File: src/rtl/imem_pkg.sv
// Shared types and defaults for the instruction-memory fetch sequencer.
package imem_pkg;

  localparam int unsigned AW_DEF = 8;
  localparam int unsigned DW_DEF = 8;

  localparam logic [7:0] PC_RST = 8'h00;

  typedef enum logic [1:0] {
    IDLE  = 2'd0,
    REQ   = 2'd1,
    ISSUE = 2'd2
  } state_t;

  // PC update selector driven by the fetch FSM.
  typedef enum logic [1:0] {
    PC_HOLD = 2'd0,
    PC_LOAD = 2'd1,
    PC_INC  = 2'd2,
    PC_CLR  = 2'd3
  } pc_op_t;

endpackage

File: src/rtl/imem_pc_reg.sv
// Program counter: load/redirect, increment with natural wrap, clear, and end-of-program compare.
module imem_pc_reg
  import imem_pkg::*;
#(
  parameter int unsigned     AW        = AW_DEF,
  parameter logic [AW-1:0]   LAST_ADDR = {AW{1'b1}}
) (
  input  logic          clk,
  input  logic          rst_n,
  input  pc_op_t        op,
  input  logic [AW-1:0] load_addr,
  output logic [AW-1:0] pc,
  output logic          at_last_c
);

  always_ff @(posedge clk or negedge rst_n) begin
    if (!rst_n) begin
      pc <= AW'(PC_RST);
    end else begin
      case (op)
        PC_LOAD: pc <= load_addr;
        PC_INC:  pc <= pc + AW'(1);
        PC_CLR:  pc <= AW'(PC_RST);
        default: pc <= pc;
      endcase
    end
  end

  assign at_last_c = (pc == LAST_ADDR);

endmodule

File: src/rtl/imem_fetch_ctrl.sv
// Fetch sequencer: owns the PC, waits out the memory read latency, issues with valid/ready.
// Optional breakpoint support is enabled with IMEM_FETCH_BREAKPOINT_EN.
module imem_fetch_ctrl
  import imem_pkg::*;
#(
  parameter int unsigned   AW        = AW_DEF,
  parameter int unsigned   DW        = DW_DEF,
  parameter int unsigned   IMEM_LAT  = 1,
  parameter logic [AW-1:0] LAST_ADDR = {AW{1'b1}}
) (
  input  logic          clk,
  input  logic          RST,
  input  logic          run,
  input  logic          step,
  input  logic          pc_load,
  input  logic [AW-1:0] pc_load_addr,
  output logic [AW-1:0] Read_Address,
  input  logic [DW-1:0] instruction,
  output logic [DW-1:0] instr_out,
  output logic [AW-1:0] instr_pc,
  output logic          instr_valid,
  input  logic          instr_ready,
  input  logic          redirect,
  input  logic [AW-1:0] redirect_addr,
`ifdef IMEM_FETCH_BREAKPOINT_EN
  input  logic          bp_en,
  input  logic [AW-1:0] bp_addr,
  output logic          bp_hit,
`endif
  output logic          halted,
  output logic          prog_end
);

  localparam int unsigned      LAT_W    = 2;
  localparam logic [LAT_W-1:0] LAT_LAST = LAT_W'(IMEM_LAT - 1);

  state_t          state, state_nx;
  logic [LAT_W-1:0] lat_cnt, lat_nx;
  logic            single, single_nx;
  logic            run_q;
  logic            run_rise;
  logic            capture;
  logic            valid_nx;
  logic            prog_end_nx;
  pc_op_t          pc_op;
  logic [AW-1:0]   pc_src;
  logic [AW-1:0]   pc;
  logic            at_last;
`ifdef IMEM_FETCH_BREAKPOINT_EN
  logic            bp_hit_nx;
`endif

  assign run_rise     = run & ~run_q;
  assign Read_Address = pc;

  imem_pc_reg #(
    .AW        (AW),
    .LAST_ADDR (LAST_ADDR)
  ) u_pc (
    .clk       (clk),
    .rst_n     (RST),
    .op        (pc_op),
    .load_addr (pc_src),
    .pc        (pc),
    .at_last_c (at_last)
  );

  // State, handshake and capture registers.
  always_ff @(posedge clk or negedge RST) begin
    if (!RST) begin
      state       <= IDLE;
      lat_cnt     <= '0;
      single      <= 1'b0;
      run_q       <= 1'b0;
      instr_out   <= '0;
      instr_pc    <= '0;
      instr_valid <= 1'b0;
      halted      <= 1'b1;
      prog_end    <= 1'b0;
`ifdef IMEM_FETCH_BREAKPOINT_EN
      bp_hit      <= 1'b0;
`endif
    end else begin
      state       <= state_nx;
      lat_cnt     <= lat_nx;
      single      <= single_nx;
      run_q       <= run;
      instr_valid <= valid_nx;
      halted      <= (state_nx == IDLE);
      prog_end    <= prog_end_nx;
`ifdef IMEM_FETCH_BREAKPOINT_EN
      bp_hit      <= bp_hit_nx;
`endif
      if (capture) begin
        instr_out <= instruction;
        instr_pc  <= pc;
      end
    end
  end

  // Next-state, PC control and output intent.
  always_comb begin
    state_nx    = state;
    lat_nx      = lat_cnt;
    single_nx   = single;
    capture     = 1'b0;
    valid_nx    = instr_valid;
    prog_end_nx = 1'b0;
    pc_op       = PC_HOLD;
    pc_src      = pc_load_addr;
`ifdef IMEM_FETCH_BREAKPOINT_EN
    bp_hit_nx   = 1'b0;
`endif

    case (state)
      IDLE: begin
        valid_nx = 1'b0;
        lat_nx   = '0;
        if (pc_load) begin
          pc_op = PC_LOAD;
        end else if (step) begin
          single_nx = 1'b1;
          state_nx  = REQ;
        end else if (run_rise) begin
          single_nx = 1'b0;
          state_nx  = REQ;
        end
      end

      REQ: begin
        if (redirect) begin
          pc_op  = PC_LOAD;
          pc_src = redirect_addr;
          lat_nx = '0;
        end
`ifdef IMEM_FETCH_BREAKPOINT_EN
        else if (bp_en && (pc == bp_addr) && !single) begin
          bp_hit_nx = 1'b1;
          lat_nx    = '0;
          state_nx  = IDLE;
        end
`endif
        else if (lat_cnt == LAT_LAST) begin
          capture  = 1'b1;
          valid_nx = 1'b1;
          lat_nx   = '0;
          state_nx = ISSUE;
        end else begin
          lat_nx = lat_cnt + LAT_W'(1);
        end
      end

      ISSUE: begin
        if (instr_ready) begin
          valid_nx = 1'b0;
          if (redirect) begin
            pc_op  = PC_LOAD;
            pc_src = redirect_addr;
          end else if (at_last) begin
            pc_op       = PC_CLR;
            prog_end_nx = 1'b1;
          end else begin
            pc_op = PC_INC;
          end
          if ((at_last && !redirect) || single || !run) begin
            state_nx = IDLE;
          end else begin
            state_nx = REQ;
          end
        end else if (redirect) begin
          // Squash: the held instruction is dropped and never handshakes.
          valid_nx = 1'b0;
          pc_op    = PC_LOAD;
          pc_src   = redirect_addr;
          state_nx = REQ;
        end
      end

      default: begin
        valid_nx = 1'b0;
        state_nx = IDLE;
      end
    endcase
  end

endmodule

File: config.mk
export PLATFORM = sky130hd
export DESIGN_NAME = imem_fetch_ctrl
export DESIGN_NICKNAME = d
export VERILOG_FILES = /design/src/rtl/imem_pkg.sv /design/src/rtl/imem_pc_reg.sv /design/src/rtl/imem_fetch_ctrl.sv
export SDC_FILE = /design/constraint.sdc
export NUM_CORES = 1
export LEC_CHECK = 0
export CAP_MARGIN = 20
export CORE_ASPECT_RATIO = 0.6
export CORE_MARGIN = 10
export CORE_UTILIZATION = 35
export DETAILED_ROUTE_END_ITERATION = 10
export PLACE_DENSITY = 0.74
export SLEW_MARGIN = 20
export SYNTH_ARGS = -nofsm -noshare
export SYNTH_HDL_FRONTEND = slang
export SYNTH_SLANG_ARGS = --single-unit
File: constraint.sdc
create_clock -name clk -period 2.4 [get_ports clk]
set_input_delay 0.48 -clock clk [delete_from_list [all_inputs] [get_ports clk]]
set_output_delay 0.48 -clock clk [all_outputs]
set_load 0.005 [all_outputs]
==> run metrics <==
status=complete, no violations; Post-synth EDFFs=0; Worst Path Arrival=2190 ps; Max Buffers Root-to-Sink=2; Net Count, Synth=205; Die Wd=113 µm; synth warn=0; initial antenna violation count=0; synthesized area per cell=10.9 µm²; die area=8590 µm²; Final Worst Setup Slack=388 ps; row count=20; LEAKAGE=1.10 nW; Final Net Count=268; max cap viols=0; vias in the first global route=1638; DR DRC count=0; worst hold-check path type=flip-flop to flip-flop; TritonRoute pass-1 iters=4; HPWL Detailed=3890 µm; count of different cell masters after synthesis=48; setup slack at placement=124 ps; Sink Count=33; register area=827 µm²; initial core utilization=0.360; Worst-Margin Slew=448 ps; commonest non-fill, non-tap cell in the layout=clkdlybuf4s50_1; crit path launch type=flip-flop; area of the multi-input gates=920 µm²; Psw=1.02 mW; TNS Setup=0 ps; Vias=1561; first-pass GRT wire length=8380 µm; WL/cell=16.8 µm; Seq/Total Area, Yosys=0.454; Critical Path RT=2580 ps; Routed Antenna Nets=0; root buffer cell=clkbuf_8; final count of hold timing violations=0; cell count after synthesis=167; worst setup path class=flip-flop to flip-flop; n_diodes=0; Max Clock Freq=0.497 GHz; CTS tree=done; Clock transition at path regs=70 ps; H-tree level count=2; CP Capture Type=flip-flop; sequential share of power=0.347; Layout area overhead=41.3%; largest net degree at the start of global routing=34; final wirelength=4990 µm; share of flip-flops with an asynchronous set or reset=1.00; post-synthesis register bit count=33; slew margin rel.=0.701; TritonCTS buffer count=5; period utilization=0.838; post_cts resized=0; Core Region=5050 µm²; Port Buffers=57; Int Power=1.88 mW; Setup Skew=3.57 ps; clk_lat worst skew=290 ps; final setup vio count=0; CP max FO=11; commonest non-fill, non-tap cells in the layout=clkdlybuf4s50_1, dfrtp_1, mux2_2, nand2_1, inv_1; count of filler cells inserted in the layout=474; RD Place Congestion=0.830; postcts setup bufs=0; total congestion overflow=0; Top Ports=58; RSZ-0062 raised after global routing=no; dominant synthesized flop cell=dfrtp_1; Initial DRC Count=102; Die H=75.9 µm; post-layout util=0.509; share of cells above drive strength 1=0.173; Final Max Tran Viols=0; Net Sw Frac=0.351; drt via density=5.26; power per cell area=1130 nW/µm²; Tot GR Track Use=0.123; worst IR drop on VDD=0.420 mV; clock power share=0.150; post-cts hold buffer count=0; fin crit period=2010 ps; hold slack final=488 ps; Layout Cells excl Fill=297; dpl cells=289; Logic pwr share=0.503; Syn Std Cell Area=1820 µm²
-- worst paths after layout --
path	from	endpoint	slack, ps	depth (start not counted)
worst max-delay path	state[1]$_DFF_PN0_	u_pc.pc[5]$_DFFE_PN0P_	390	6
worst min-delay path	instr_pc[6]$_DFFE_PN0P_	instr_pc[6]$_DFFE_PN0P_	490	2
worst max register to register	state[1]$_DFF_PN0_	u_pc.pc[5]$_DFFE_PN0P_	390	6
worst min register to register	instr_pc[6]$_DFFE_PN0P_	instr_pc[6]$_DFFE_PN0P_	490	2
max in group asynchronous	RST	halted$_DFF_PN1_	1450	2
min in group asynchronous	RST	u_pc.pc[5]$_DFFE_PN0P_	600	2
-- layout make-up --
class	instances	area share
repair buffers	61	0.238
inverters	11	0.0160
clock buffers	8	0.0350
multi-input cells	118	0.357
flip-flops and latches	33	0.321
well taps	66	0.0321
-- per-layer routing --
| layer | global-route usage | wire length (µm) | up-vias |
|---|---|---|---|
| met2 | 0.179 | 2130 | 48 |
| li1 | - | - | 746 |
| met5 | 0 | 0 | - |
| met1 | 0.161 | 2320 | 759 |
| met4 | 0.0420 | 53 | 0 |
| met3 | 0.0519 | 481 | 8 |
-- registers in the layout, summed over array words and instances (netlist names) --
name and count:
single 1, run_q 1, halted 1, instr_out 8, instr_valid 1, state 2, prog_end 1, u_pc.pc 8
lat_cnt 2, instr_pc 8
-- kinds of logic (layout without fill, tap and decap cells) --
| group | Yosys count | count (layout) | share of synthesized area |
|---|---|---|---|
| buffers and inverters | 16 | 80 | 0.0412 |
| AO/OA/AOI/OAI | 40 | 40 | 0.185 |
| multiplexers | 22 | 22 | 0.133 |
| flip-flops | 33 | 33 | 0.454 |
| adder cells (fa/ha/maj) | 7 | 7 | 0.0481 |
| AND/OR/NAND/NOR | 49 | 49 | 0.139 |
-- synth_stat cells, drive strengths merged (2+ instances only) --
cell / instances / area [µm²]
dfrtp: 32 / 801
mux2: 18 / 203
nand2: 16 / 60.1
inv: 11 / 41.3
nand3: 10 / 55.1
nor2: 9 / 33.8
ha: 7 / 87.6
o21ai: 7 / 35.0
a21oi: 4 / 23.8
buf: 4 / 28.8
mux2i: 4 / 40.0
or3: 4 / 25.0
a22o: 3 / 26.3
o221ai: 3 / 26.3
o22ai: 3 / 25.0
a21boi: 2 / 15.0
a21o: 2 / 16.3
and3: 2 / 12.5
nand4: 2 / 18.8
nor2b: 2 / 12.5
o21a: 2 / 15.0
-- worst max-delay path, cell delays in order, from the launching register on --
cell	delay, ps
dfrtp_1	430
inv_1	110
ha_1	440
a22oi_4	150
a21oi_2	340
o21ai_0	170
a22o_1	260
-- power by group through the flow --
stage	registers (mW)	logic, mW	clock network (mW)
after global placement	0.999	1.45	0
after CTS	1.01	1.48	0.455
after detailed placement	1.01	1.47	0
after global routing	1.05	1.60	0.476
after floorplan	0.995	0.765	0
final	1.01	1.46	0.435
-- through the flow --
stage | total power [mW] | cell area, µm²
after floorplan | 1.76 | 1820
after global placement | 2.44 | 2480
after detailed placement | 2.49 | 2480
after CTS | 2.94 | 2570
after global routing | 3.12 | 2570
final | 2.90 | 2570
Power figures use the tool's default switching activity.
